===== config.mk =====
export PLATFORM = sky130hd
export DESIGN_NAME = hc153_scan_ctrl
export DESIGN_NICKNAME = d
export VERILOG_FILES = /design/src/rtl/hc153_scan_ctrl.sv
export SDC_FILE = /design/constraint.sdc
export NUM_CORES = 1
export LEC_CHECK = 0
export ABC_CLOCK_PERIOD_IN_PS = 4700
export CORE_ASPECT_RATIO = 1.2
export CORE_UTILIZATION = 45
export CTS_CLUSTER_DIAMETER = 100
export CTS_CLUSTER_SIZE = 24
export DETAILED_ROUTE_END_ITERATION = 6
export PLACE_DENSITY = 0.68
export SKIP_CTS_REPAIR_TIMING = 1
export SYNTH_ARGS = -nofsm -noshare
export SYNTH_HDL_FRONTEND = slang
export SYNTH_SLANG_ARGS = --single-unit

===== constraint.sdc =====
create_clock -name clk -period 4.7 [get_ports clk]
set_clock_uncertainty 0.15 [all_clocks]
set_input_delay 1.175 -clock clk [delete_from_list [all_inputs] [get_ports clk]]
set_output_delay 1.175 -clock clk [all_outputs]
set_load 0.005 [all_outputs]

===== src/rtl/hc153_scan_ctrl.sv =====
// ---------------------------------------------------------------------------
// hc153_scan_ctrl
//
// Sequencer wrapped around an HC153 4:1 multiplexer. It drives the mux select
// and active-low enable, steps through channels 0..3, waits SETTLE_CYCLES
// clocks on each channel and then samples the mux output. The four samples
// are presented as one parallel word together with a single-cycle done
// pulse, which turns the combinational mux into a scanned 4-input port.
//
// Parameters:
//   SETTLE_CYCLES  clocks held on each channel before sampling (1..255)
//   CNT_W          settle counter width, 2**CNT_W must exceed SETTLE_CYCLES
//
// Ports:
//   clk      system clock, all state updates on the rising edge
//   rst      synchronous active-high reset
//   start    request one 4-channel scan, honoured only while idle
//   cont     (HC153_SCAN_CONT_EN only) restart a new scan straight from DONE
//   mux_out  output bit of the HC153
//   sel      channel select to the HC153
//   ei       HC153 enable, active-low (0 = mux enabled)
//   busy     high from the cycle after start is accepted until DONE is left
//   done     one-cycle pulse, data is valid and freshly updated
//   data     captured word, data[k] = mux_out sampled while sel = k
//
// Build option:
//   HC153_SCAN_CONT_EN  adds the cont input for back-to-back scanning.
//
// All outputs come straight from registers; there is no combinational path
// from any input to any output.
// ---------------------------------------------------------------------------
module hc153_scan_ctrl #(
    parameter int SETTLE_CYCLES = 2,
    parameter int CNT_W         = 8
) (
    input  logic       clk,
    input  logic       rst,
    input  logic       start,
`ifdef HC153_SCAN_CONT_EN
    input  logic       cont,
`endif
    input  logic       mux_out,
    output logic [1:0] sel,
    output logic       ei,
    output logic       busy,
    output logic       done,
    output logic [3:0] data
);

    typedef enum logic [1:0] {
        S_IDLE   = 2'd0,
        S_SETTLE = 2'd1,
        S_SAMPLE = 2'd2,
        S_DONE   = 2'd3
    } state_t;

    localparam logic [CNT_W-1:0] CNT_LAST = CNT_W'(SETTLE_CYCLES - 1);

    state_t           state_reg,  state_next;
    logic [1:0]       sel_reg,    sel_next;
    logic             ei_reg,     ei_next;
    logic             busy_reg,   busy_next;
    logic             done_reg,   done_next;
    logic [3:0]       data_reg,   data_next;
    logic [3:0]       shadow_reg, shadow_next;
    logic [CNT_W-1:0] cnt_reg,    cnt_next;

    // When set in DONE, the next scan starts without passing through IDLE.
    logic rearm;
`ifdef HC153_SCAN_CONT_EN
    assign rearm = cont;
`else
    assign rearm = 1'b0;
`endif

    // Per-channel capture: a shadow bit only loads while its channel is the
    // one being sampled, otherwise it keeps the value from earlier in the scan.
    genvar gi;
    generate
        for (gi = 0; gi < 4; gi++) begin : g_shadow
            assign shadow_next[gi] = (state_reg == S_SAMPLE && sel_reg == 2'(gi))
                                     ? mux_out : shadow_reg[gi];
        end
    endgenerate

    always_ff @(posedge clk) begin
        if (rst) begin
            state_reg  <= S_IDLE;
            sel_reg    <= 2'd0;
            ei_reg     <= 1'b1;
            busy_reg   <= 1'b0;
            done_reg   <= 1'b0;
            data_reg   <= 4'd0;
            shadow_reg <= 4'd0;
            cnt_reg    <= '0;
        end else begin
            state_reg  <= state_next;
            sel_reg    <= sel_next;
            ei_reg     <= ei_next;
            busy_reg   <= busy_next;
            done_reg   <= done_next;
            data_reg   <= data_next;
            shadow_reg <= shadow_next;
            cnt_reg    <= cnt_next;
        end
    end

    // Next-state logic also computes the next value of every registered
    // output, so each output reflects the state it is entering.
    always_comb begin
        state_next = state_reg;
        sel_next   = sel_reg;
        ei_next    = ei_reg;
        busy_next  = busy_reg;
        done_next  = 1'b0;
        data_next  = data_reg;
        cnt_next   = cnt_reg;

        case (state_reg)
            S_IDLE: begin
                sel_next  = 2'd0;
                ei_next   = 1'b1;
                busy_next = 1'b0;
                if (start) begin
                    state_next = S_SETTLE;
                    ei_next    = 1'b0;
                    busy_next  = 1'b1;
                    cnt_next   = '0;
                end
            end

            S_SETTLE: begin
                cnt_next = cnt_reg + 1'b1;
                if (cnt_reg == CNT_LAST) begin
                    state_next = S_SAMPLE;
                end
            end

            S_SAMPLE: begin
                if (sel_reg == 2'd3) begin
                    // Last channel: its bit bypasses the shadow so the full
                    // word lands in data on the same edge.
                    state_next = S_DONE;
                    data_next  = {mux_out, shadow_reg[2:0]};
                    done_next  = 1'b1;
                    ei_next    = 1'b1;
                    sel_next   = 2'd0;
                end else begin
                    state_next = S_SETTLE;
                    sel_next   = sel_reg + 2'd1;
                    cnt_next   = '0;
                end
            end

            S_DONE: begin
                sel_next = 2'd0;
                if (rearm) begin
                    state_next = S_SETTLE;
                    ei_next    = 1'b0;
                    busy_next  = 1'b1;
                    cnt_next   = '0;
                end else begin
                    state_next = S_IDLE;
                    ei_next    = 1'b1;
                    busy_next  = 1'b0;
                end
            end

            default: begin
                state_next = S_IDLE;
                sel_next   = 2'd0;
                ei_next    = 1'b1;
                busy_next  = 1'b0;
            end
        endcase
    end

    assign sel  = sel_reg;
    assign ei   = ei_reg;
    assign busy = busy_reg;
    assign done = done_reg;
    assign data = data_reg;

endmodule

==> run_results.csv <==
group,metric,value,unit
outcome,status,"finished clean",
flow_run,drv_cap,0,
critical_path,critical_path.startpoint_type,"register",
synthesis,syn_area_per_cell,8.69,um^2
synthesis,synth_commonest_cells,"dfxtp_1, nand2_1, a21oi_1, nor2_1, ha_1",
synthesis,syn_inst,127,
sta,rsz0062_at_grt,"no",
grt,grt_max_degree,16,
synthesis,yosysUniqueCellTypes,29,
critical_path,ff2ff_path_depth,6,
power,power_frac_clock,19.1,%
placement,pre_cts_ws,1.82,ns
critical_path,endpoint_kind,"primary output",
synthesis,synthAdderAreaFrac,12.5,%
layout,layout.cells.non_filler,171,
layout,diodes,0,
clock_network,clk_pin_slew_worst_paths,0.12,ns
placement,globalplace.congestion,0.845,
synthesis,synth_area,1100,um^2
power,p_total,555,uW
grt,grtUsageTotal,18.5,%
route,drt-total-wl,2080,um
grt,use_met3,3.25,%
grt,grt_pass1_wl,3490,um
critical_path,r2r_slack,2.52,ns
synthesis,synth_nets,142,
critical_path,path_delay_family,"buffers and inverters",
critical_path,cp_cell_sequence,"clkdlybuf4s50_1",
synthesis,ys_ff_latch,22,
sta,setup-violations-final,0,
power,seqPwrFrac,43.6,%
power,ir_drop,247,uV
worst_hold_path,hold_class,"register to register",
clock_network,cts_made_buffers,3,
power,switchingPower,201,uW
sta,relSlewSlack,62.0,%
layout,area_growth,16.0,%
clock_network,cts_tree,"built",
critical_path,critPathKind,"register to primary output",
power,combPwrFrac,37.3,%
clock_network,cts-root-buf,"clkbuf_4",
grt,antenna_found_initial,0,
layout,multi_input_area,622,um^2
sta,tightest_slew,0.568,ns
placement,io_buffers,12,
critical_path,worstPathArrival,1.30,ns
synthesis,yosysWarnings,0,
layout,seqCellArea,440,um^2
floorplanning,fp.dieArea,2660,um^2
placement,hpwl,1540,um
synthesis,yosys-top-cells-area,"dfxtp_1, ha_1, nand2_1, a21oi_1, nor2_1",
sta,hold_viol,0,
synthesis,synth_enable_flop_cells,0,
floorplanning,die_w,47.2,um
synthesis,yosys.area.top_type,"dfxtp_1",
critical_path,crit_fanout,6,
floorplanning,initial_core_util,47.9,%
layout,largest_reg_flops,8,
route,drc_errors,0,
synthesis,synth-compound-area-share,11.3,%
synthesis,synthSimpleGateAreaFrac,27.0,%
grt,grt_pass1_vias,809,
sta,finalCritPeriodShare,55.8,%
layout,drive_above_1_share,5.00,%
critical_path,timing.rr.start,"state_reg[0]",
floorplanning,io_pins,13,
sta,finalWorstSetupSlack,2.08,ns
power,internal_power,355,uW
power,powerDensity,434,nW/um^2
placement,dp.cells,167,
route,viasPerCell,5.27,
floorplanning,core_area,2310,um^2
critical_path,slowest_delay,0.54,ns
clock_network,clkLatencyLatePin,0.32,ns
route,avgRoutedWirePerCell,12.2,um
synthesis,ys_seq_area_share,39.9,%
clock_network,clock_path_buffers,2,
worst_hold_path,min_path_cells,2,
critical_path,cp_slowest_cell,"clkdlybuf4s50_1",
grt,grt_overflow,0,
worst_hold_path,hold_start,"shadow_reg[2]",
synthesis,synth_xor_area_share,5.56,%
critical_path,cp_data_required_time,3.38,ns
synthesis,synthMuxAreaShare,0,%
power,p_sw_share,36.1,%
sta,fmax,0.382,GHz
critical_path,reg2reg_to,"cnt_reg[1]",
synthesis,synth_most_common_cell,"dfxtp_1",
synthesis,netlist.area_leader.share,39.9,%
clock_network,cts.sinks,22,
placement,placed_cell_area,1240,um^2
sta,finalMaxSlewViolations,0,
route,firstDrtPassIters,4,
floorplanning,rows,19,
grt,busiest_layer,"met2",
sta,min_period,2.62,ns
layout,finalInstanceArea,1280,um^2
worst_hold_path,hold_end,"data[2]",
route,antenna_left,0,
power,leakagePower,0.451,nW
layout,nets,156,
synthesis,async_flop_share,0,%
clock_network,h-tree-depth,1,
route,vias,901,
floorplanning,die-height,56.2,um
grt,grt_use_met2,29.8,%
synthesis,yosys_most_used_dff,"dfxtp_1",
layout,fill_cells,233,
grt,grt_use_met1,23.0,%
synthesis,synth_top_family_by_area,"simple AND/OR/NAND/NOR gates",
sta,setup_tns,0,ns
route,drt-initial-drc-count,31,
critical_path,path_buf_inv,1,
## power by group through the flow
stage	combinational, mW	clock [mW]	sequential [mW]
2_1_floorplan	0.152	0	0.240
3_3_place_gp	0.203	0	0.244
3_5_place_dp	0.207	0	0.247
4_1_cts	0.208	0.108	0.242
5_1_grt	0.231	0.118	0.248
6_report	0.207	0.106	0.242
## layout by cell type (no fill, tap or decap), drive strengths merged
master,synthesis,routed
nand3,6,6
nor2,13,13
clkbuf,2,4
nor3b,1,1
and3,1,1
nor3,3,3
o21ai,2,2
xnor2,5,5
a21o,1,1
nor4b,3,3
a211oi,2,2
o21bai,1,1
nand4,1,1
o2111ai,1,1
ha,11,11
nand2,19,19
inv,6,6
nand4b,1,1
clkdlybuf4s50,0,12
xor2,2,2
or3,1,1
and2b,1,1
dfxtp,22,22
nor4,4,4
and2,1,1
nand2b,2,2
a21oi,14,14
## layout make-up
class                           count  share of cell area (%)
Tap cell                           31                    3.03
Timing Repair Buffer               12                    9.38
Sequential cell                    22                    34.4
Inverter                            6                    1.76
Clock buffer                        4                    2.83
Multi-Input combinational cell     96                    48.6
## worst max path at each step
stage	start	endpoint	slack [ns]	depth (start not counted)
2_1_floorplan	start	cnt_reg[1]	2.47	4
3_3_place_gp	start	cnt_reg[1]	1.88	5
3_5_place_dp	start	cnt_reg[3]	1.82	5
4_1_cts	sel[0]	sel[0]	2.07	1
5_1_grt	sel[0]	sel[0]	2.02	1
6_report	sel[0]	sel[0]	2.08	1
## kinds of logic after synthesis
logic type	after synthesis
compound gates	21
xor+xnor	7
fa+ha+maj	11
buf+inv	9
flops	22
simple gates	57
## stage by stage
stage	utilization [%]	hold WS, ns
2_1_floorplan	-	0.276
3_3_place_gp	53.9	0.292
3_5_place_dp	53.9	0.296
4_1_cts	55.5	0.313
5_1_grt	55.5	0.340
6_report	55.5	0.311
## routing by layer
layer | wire [um] | vias up | part of all wire, %
met4 | 47 | 0 | 2.3
met2 | 1040 | 28 | 50
li1 | - | 459 | -
met1 | 894 | 409 | 43
met5 | 0 | - | 0
met3 | 103 | 5 | 4.9
Power figures use the tool's default switching activity.
